--- src/rtl/rename_state_unit.sv ---
// Rename state for the out-of-order core: free list of physical tags,
// architectural-to-physical map table with ready bits, and the physical
// register file. Lookups and reads are combinational on registered state,
// with same-cycle CDB and write-data bypasses. All updates are registered.
//
// Physical tag 0 is reserved for x0. It is never freed, never written and
// always reads as zero, so x0 stays mapped to tag 0 and ready.

module rename_state_unit #(
    parameter int ARCH_REGS = 32,
    parameter int PHYS_REGS = 64,
    parameter int XLEN      = 32,
    parameter int PR_W      = 6
) (
    input  logic                          clock,
    input  logic                          reset,

    // allocation (dispatch)
    input  logic                          alloc_en,
    output logic                          alloc_ok,
    output logic [PR_W-1:0]               alloc_pr,

    // rename and source lookup
    input  logic                          rename_en,
    input  logic [$clog2(ARCH_REGS)-1:0]  rename_ar,
    input  logic [PR_W-1:0]               rename_pr,
    output logic [PR_W-1:0]               told_pr,
    input  logic [$clog2(ARCH_REGS)-1:0]  rs1_ar,
    input  logic [$clog2(ARCH_REGS)-1:0]  rs2_ar,
    output logic [PR_W-1:0]               rs1_pr,
    output logic [PR_W-1:0]               rs2_pr,
    output logic                          rs1_rdy,
    output logic                          rs2_rdy,

    // completion broadcast
    input  logic                          cdb_en,
    input  logic [PR_W-1:0]               cdb_tag,

    // retire
    input  logic                          free_en,
    input  logic [PR_W-1:0]               free_pr,

    // physical register file
    input  logic [PR_W-1:0]               rd1_idx,
    input  logic [PR_W-1:0]               rd2_idx,
    output logic [XLEN-1:0]               rd1_data,
    output logic [XLEN-1:0]               rd2_data,
    input  logic                          wr_en,
    input  logic [PR_W-1:0]               wr_idx,
    input  logic [XLEN-1:0]               wr_data
);

    localparam int AR_W = $clog2(ARCH_REGS);

    // Free list starts with every tag above the architectural range.
    localparam int FREE_INIT = PHYS_REGS - ARCH_REGS;

    localparam logic [PR_W:0]   CNT_FULL  = (PR_W+1)'(PHYS_REGS);
    localparam logic [PR_W:0]   CNT_INIT  = (PR_W+1)'(FREE_INIT);
    localparam logic [PR_W-1:0] TAIL_INIT = PR_W'(FREE_INIT);

    // ------------------------------------------------------------------
    // Free list: circular FIFO, depth PHYS_REGS, pointers wrap naturally
    // because PHYS_REGS is a power of two and the pointers are PR_W wide.
    // ------------------------------------------------------------------
    logic [PR_W-1:0] fl_mem [PHYS_REGS];
    logic [PR_W-1:0] fl_head;
    logic [PR_W-1:0] fl_tail;
    logic [PR_W:0]   fl_count;
    logic            do_alloc;
    logic            do_free;

    // Availability comes from registered count only; a same-cycle free
    // does not make an empty list allocatable.
    always_comb begin
        alloc_ok = (fl_count != '0);
        alloc_pr = fl_mem[fl_head];
        do_alloc = alloc_en && (fl_count != '0);
        do_free  = free_en && (free_pr != '0) && (fl_count != CNT_FULL);
    end

    // Free-list storage and pointers; push at tail, pop at head.
    always_ff @(posedge clock) begin
        if (reset) begin
            for (int i = 0; i < PHYS_REGS; i++) begin
                if (i < FREE_INIT)
                    fl_mem[i] <= PR_W'(i + ARCH_REGS);
                else
                    fl_mem[i] <= '0;
            end
            fl_head  <= '0;
            fl_tail  <= TAIL_INIT;
            fl_count <= CNT_INIT;
        end else begin
            if (do_free) begin
                fl_mem[fl_tail] <= free_pr;
                fl_tail         <= fl_tail + 1'b1;
            end
            if (do_alloc)
                fl_head <= fl_head + 1'b1;
            case ({do_alloc, do_free})
                2'b10:   fl_count <= fl_count - 1'b1;
                2'b01:   fl_count <= fl_count + 1'b1;
                default: fl_count <= fl_count;
            endcase
        end
    end

    // ------------------------------------------------------------------
    // Map table with ready bits.
    // ------------------------------------------------------------------
    logic [PR_W-1:0]      map_tag [ARCH_REGS];
    logic [ARCH_REGS-1:0] map_rdy;
    logic                 rename_act;

    // Lookups see the pre-rename mapping; a CDB hit on the looked-up tag
    // makes the source ready in the same cycle.
    always_comb begin
        rename_act = rename_en && (rename_ar != '0);
        told_pr    = map_tag[rename_ar];
        rs1_pr     = map_tag[rs1_ar];
        rs2_pr     = map_tag[rs2_ar];
        rs1_rdy    = map_rdy[rs1_ar] || (cdb_en && (cdb_tag == map_tag[rs1_ar]));
        rs2_rdy    = map_rdy[rs2_ar] || (cdb_en && (cdb_tag == map_tag[rs2_ar]));
    end

    // Map update: CDB sets ready on every matching entry, then a rename of
    // the same entry overrides it so the new tag starts not-ready.
    always_ff @(posedge clock) begin
        if (reset) begin
            for (int r = 0; r < ARCH_REGS; r++)
                map_tag[r] <= PR_W'(r);
            map_rdy <= '1;
        end else begin
            for (int r = 0; r < ARCH_REGS; r++) begin
                if (cdb_en && (map_tag[r] == cdb_tag))
                    map_rdy[r] <= 1'b1;
                if (rename_act && (rename_ar == AR_W'(r))) begin
                    map_tag[r] <= rename_pr;
                    map_rdy[r] <= 1'b0;
                end
            end
        end
    end

    // ------------------------------------------------------------------
    // Physical register file.
    // ------------------------------------------------------------------
    logic [XLEN-1:0] prf [PHYS_REGS];
    logic            wr_act;

    // Combinational reads with write-through bypass; tag 0 is hardwired 0.
    always_comb begin
        wr_act = wr_en && (wr_idx != '0);

        if (rd1_idx == '0)
            rd1_data = '0;
        else if (wr_act && (wr_idx == rd1_idx))
            rd1_data = wr_data;
        else
            rd1_data = prf[rd1_idx];

        if (rd2_idx == '0)
            rd2_data = '0;
        else if (wr_act && (wr_idx == rd2_idx))
            rd2_data = wr_data;
        else
            rd2_data = prf[rd2_idx];
    end

    // Registered PRF write; entry 0 is never written.
    always_ff @(posedge clock) begin
        if (reset) begin
            for (int i = 0; i < PHYS_REGS; i++)
                prf[i] <= '0;
        end else if (wr_act) begin
            prf[wr_idx] <= wr_data;
        end
    end

endmodule

--- config.mk ---
export PLATFORM = sky130hd
export DESIGN_NAME = rename_state_unit
export DESIGN_NICKNAME = d
export VERILOG_FILES = /design/src/rtl/rename_state_unit.sv
export SDC_FILE = /design/constraint.sdc
export NUM_CORES = 2
export LEC_CHECK = 0
export BUFFER_PORTS_ARGS = -buffer_cell sky130_fd_sc_hd__clkbuf_2
export CAP_MARGIN = 25
export CORE_MARGIN = 2
export CORE_UTILIZATION = 49
export DETAILED_ROUTE_END_ITERATION = 7
export PLACE_DENSITY = 0.68
export REMOVE_ABC_BUFFERS = 1
export SLEW_MARGIN = 20
export SYNTH_ARGS = -nofsm -noshare
export SYNTH_HDL_FRONTEND = slang
export SYNTH_SLANG_ARGS = --single-unit
--- constraint.sdc ---
create_clock -name clock -period 7.1 [get_ports clock]
set_input_delay 0.71 -clock clock [delete_from_list [all_inputs] [get_ports clock]]
set_output_delay 0.71 -clock clock [all_outputs]
set_load 0.005 [all_outputs]
======== After elaboration in Yosys (flattened, before gate mapping) ========
Memories as Yosys holds them, arrays and structs flattened. A register that Yosys moved wholly into a read port is not among the register bits.
Index checks and enable logic that the tools add are counted.
storage, ports and cells
  memory bits (writable) .................. 2624
  bits of input ports ..................... 90
  memories kept ........................... 3
  register bits after elaboration ......... 51
  output and inout port bits .............. 91
memories
  memory   words  width  read ports  clocked after Yosys merged registers in  wr ports  line  RTL
  prf      64     32     2           0                                        64        149   logic [XLEN-1:0] prf [PHYS_REGS];
  fl_mem   64     6      1           1                                        64        66    logic [PR_W-1:0] fl_mem [PHYS_REGS];
  map_tag  32     6      35          0                                        32        112   logic [PR_W-1:0] map_tag [ARCH_REGS];
cells by class
  mux-type cells .......................... 217
  equality and inequality tests ........... 70
  reductions and logical operators ........ 117
  $add $sub $neg .......................... 4
  order comparisons ....................... 2
  bitwise gates (word level) .............. 32
operator list
  kind                 number
  $mux 6               37
  $eq 6x6->1           36
  $mux 1               172
  $mux 32              5
  $eq 5x5->1 const B   16
  $logic_and 1x1->1    73
  $reduce_bool 2->1    33
  $eq 5x4->1 const B   8
  $or 1x1->1           32
  $reduce_or 32->1     1
  $eq 5x3->1 const B   4
  $pmux 7 s2           1
  $add 6x1->6 const B  2
  $logic_not 6->1      2
  $lt 5x6->1 const B   2
  $reduce_bool 6->1    2
  $bmux 1 s5           2
  $eq 5x2->1 const B   2
  $add 7x1->7 const B  1
  $ne 7x7->1 const B   1
  $reduce_bool 7->1    1
  $sub 7x1->7 const B  1
  $reduce_or 6->1      1
  $eq 5x1->1 const B   1
  other kinds (5)      6

======== Depth between registers and ports, before layout ========
  word-level depth ........................ 8
  gate-level depth with buffers ........... 16

======== Worst setup path before layout ========
No wires, ideal clock.
  path type ............................... input port to flip-flop
  start ................................... input port free_pr[1]
  end ..................................... register fl_count[6]
  path slack .............................. 3.339 ns
  arrival ................................. 3.634 ns
  required time ........................... 6.972 ns
  stages on the path ...................... 15
  library setup time ...................... 0.128 ns
  path through ............................ or4_1 o31ai_1 a31oi_1 clkbuf_1 ha_1 inv_1 ha_1 nor2b_1 o21ai_0 a21boi_0 o21a_1 or3_1 a21oi_1 xnor2_1 nor2_1
between the ends
  word-level cells in the longest chain between the ends .. 5
  elaborated cells on any way between the ends .. 7
ends and longest elaborated chain
  element                                                 line  RTL
  from (decl)                                             41    input logic [PR_W-1:0] free_pr,
  $reduce_bool 6->1 *                                     79    do_free = free_en && (free_pr != '0) && (fl_count != CNT_FULL);
  $logic_and 1x1->1 * (2 in a row)                        79
  named net do_free                                       71    logic do_free;
  $eq 2x1->1 / $eq 2x2->1 (equally long branches)         101   case ({do_alloc, do_free})
  $pmux 7 s2 / $reduce_bool 2->1 (equally long branches)  -
  to (signal assigned)                                    102   2'b10: fl_count <= fl_count - 1'b1;
  to (signal assigned)                                    103   2'b01: fl_count <= fl_count + 1'b1;
  to (signal assigned)                                    104   default: fl_count <= fl_count;
  to (decl)                                               69    logic [PR_W:0] fl_count;
Mark *: on every way through the listed nets, which the timed path passes. The rest lies on a longest branch.
A chain may end at the register's enable or synchronous reset.

======== Worst setup path after layout ========
  start ................................... input port rd2_idx[1]
  end ..................................... output port rd2_data[13]
between the ends
  word-level cells in the longest chain between the ends .. 4
  elaborated cells on any way between the ends .. 6
ends and longest elaborated chain
  element                                                                line  RTL
  from (decl)                                                            45    input logic [PR_W-1:0] rd2_idx,
  parallel branches: the longest is 3 deep, another holds $mem_v2 64x32  -
  $mux 32 *                                                              163   if (rd2_idx == '0)
  to (decl)                                                              47    output logic [XLEN-1:0] rd2_data,
Every way passes the cells marked *.

==> run_results.csv <==
group,metric,value,unit
synthesis,seq_area_frac_synth,55.4,%
clock_tree,cts_made_buffers,294,
route,ant_nets,0,
synthesis,synthArstFlopShare,0,%
critical_path,start_kind,"input pin",
floorplan,row_count,199,
finish,area_delta_synth_final,10.1,%
sta,post-route-period-util,73.8,%
place,place_area,0.150,mm²
floorplan,initial_core_util,49.2,%
finish,final_cells,13400,
synthesis,synthSimpleGateAreaFrac,13.4,%
place,gp_congestion,0.907,
synthesis,synth_warnings,0,
clock_tree,cts_resized,0,
route,detail_route.wl_per_cell,37.7,µm
grt,overflow,0,
floorplan,ios,181,
clock_tree,cts_root_buf,"clkbuf_16",
job,cap_violations,0,
sta,maxSlewHeadroom,20.7,%
floorplan,die_h,546,µm
synthesis,ys_types,65,
sta,rsz0062_at_grt,"no",
grt,grt_pass1_vias,92900,
place,port_buffers,180,
finish,final_util,54.1,%
synthesis,synthesis.instances,9395,
synthesis,synth_top_area_share,54.6,%
min_path,hp-class,"input pin to flop",
sta,min_period,5.24,ns
grt,antenna_found_initial,63,
synthesis,synth-compound-area-share,2.09,%
synthesis,synth_adder_area_share,0.0833,%
synthesis,syn_area,0.144,mm²
clock_tree,cts_buffer_depth,4,
place,pre_cts_slack,1.92,ns
clock_tree,clock-sinks,2681,
route,dr.pass1.iters,8,
synthesis,synth_mux_area_share,24.6,%
sta,tns,0,ns
critical_path,crit_path_end_kind,"output pin",
pwr,power,38.9,mW
synthesis,synth_area_leaders,"edfxtp_1 (55%), mux4_2 (22%), and2_1 (9.9%), mux2i_1 (2.1%), clkbuf_1 (2.0%)",
sta,maxSlewViolCount,0,
synthesis,synthXorXnorAreaFrac,1.40,%
clock_tree,cts_tree,"yes",
synthesis,ys.flop_type,"edfxtp_1",
clock_tree,insertion_delay,0.89,ns
route,viasPerCell,6.93,
clock_tree,h-tree-depth,5,
pwr,power-per-cell-area,245,mW/mm²
synthesis,synth_top_area_cell,"edfxtp_1",
clock_tree,cts_setup_buffers,0,
finish,final_area,0.159,mm²
finish,nNetsFinal,9339,
grt,grt_pass1_wl,707,mm
clock_tree,holdBufCountCts,0,
synthesis,ys_ff_latch,2681,
grt,track_usage,33.5,%
sta,fin_ws,1.86,ns
route,drc,0,
sta,fmax,191,MHz
pwr,max-vdd-ir-drop,0.000195,V
sta,fin_worst_skew,0.0427,ns
status,status,"complete, no violations",
floorplan,fp.dieW,546,µm
sta,max_slew.worst_pin.slew,1.18,ns
pwr,p_leak,53.6,nW
synthesis,synth_top_family_by_area,"multiplexers",
critical_path,required,6.39,ns
route,vias,93000,
sta,whs,0.284,ns
route,drtIter0Drc,15900,
critical_path,worstPathArrival,4.53,ns
critical_path,critical_path_class,"input pin to output pin",
clock_tree,path_clk_slew,0.06,ns
grt,grt_max_degree,77,
place,placed_cells,12900,
critical_path,crit_fanout,64,
sta,hold_violations,0,
place,hpwlAfterDp,304,mm
finish,drive_gt1_share,27.4,%
synthesis,synth_edf_count,2624,
sta,setup_viol,0,
floorplan,core,0.293,mm²
route,postRouteWirelength,506,mm
synthesis,synth_area_per_cell,15.3,µm²
floorplan,dieArea,0.299,mm²
-- worst max-delay path: stages --
cell      delay, ns
buf_8          0.49
buf_4          0.55
mux4_2         0.31
mux2i_1        0.08
a221oi_1       0.89
a211oi_1       0.22
nor3_2         0.84
clkbuf_2       0.26
-- cell type report --
| cell class | instances | area [µm²] |
|---|---|---|
| fillers | 23300 | 135000 |
| flip-flops and latches | 2681 | 79900 |
| multi-input cells | 5721 | 60700 |
| clock buffers | 381 | 7910 |
| well taps | 3919 | 4900 |
| repair buffers | 526 | 3980 |
| clock inverters | 139 | 1120 |
| diodes | 31 | 77.6 |
| inverters | 16 | 60.1 |
-- logic make-up after synthesis --
kind of cell,after synthesis
buf+inv,1030
simple gates,3255
mux,1753
compound gates,436
flops,2681
xor+xnor,230
fa+ha+maj,9
other cells,1
-- worst paths after layout --
kind                                    from             end  slack, ns  cells past startpoint
worst min register to register    fl_head[1]            flop       0.49                      2
worst max-delay path              rd2_idx[1]    rd2_data[13]       1.86                      8
worst min-delay path            rename_pr[3]  map_tag[13][3]       0.28                      2
worst max register to register   fl_count[2]     fl_count[6]       3.51                     15
-- power by group --
part | switching [mW] | total, mW | internal [mW]
clock network | 6.52 | 14.9 | 8.42
registers | 0.548 | 18.7 | 18.2
logic | 3.01 | 5.24 | 2.22
-- cell usage in the layout, fill, tap and decap left out, types with 95 or more instances in the layout --
cell type	n
mux4_2	1431
clkbuf_16	302
or3_1	136
or2_2	121
a22oi_1	102
clkbuf_2	164
edfxtp_1	2624
buf_4	312
mux2i_1	301
and2_1	2275
nor2_1	255
xnor2_1	115
o21ai_0	95
xor2_1	115
-- synth_stat cells, drive strengths merged, types with 25 or more instances --
cell and instances:
xnor2 115, xor2 115, buf 261, a21oi 39, nand4 44, nand2b 59
dfxtp 57, nor3 38, a31oi 25, a22oi 102, or3 136, nor2b 31
clkbuf 753, nand3 25, mux4 1435, nor4 36, and2 2276, edfxtp 2624
or2 149, nor2 321, o21ai 110, and3 25, nand2 82, a22o 45
a221oi 37, a211oi 31, mux2i 301
-- per-layer routing --
| metal | track usage, % | wire (µm) |
|---|---|---|
| met2 | 51.3 | 231000 |
| met1 | 42.7 | 170000 |
| met4 | 21.1 | 36800 |
| met3 | 8.87 | 66900 |
| met5 | 0 | 165 |
-- state kept, by name, indices dropped and copies added, names as in the netlist, named ones only --
signal,cells
fl_count,7
fl_head,6
fl_mem,384
fl_tail,6
map_rdy,32
map_tag,192
prf,2048
(Power assumes the default switching activity.)
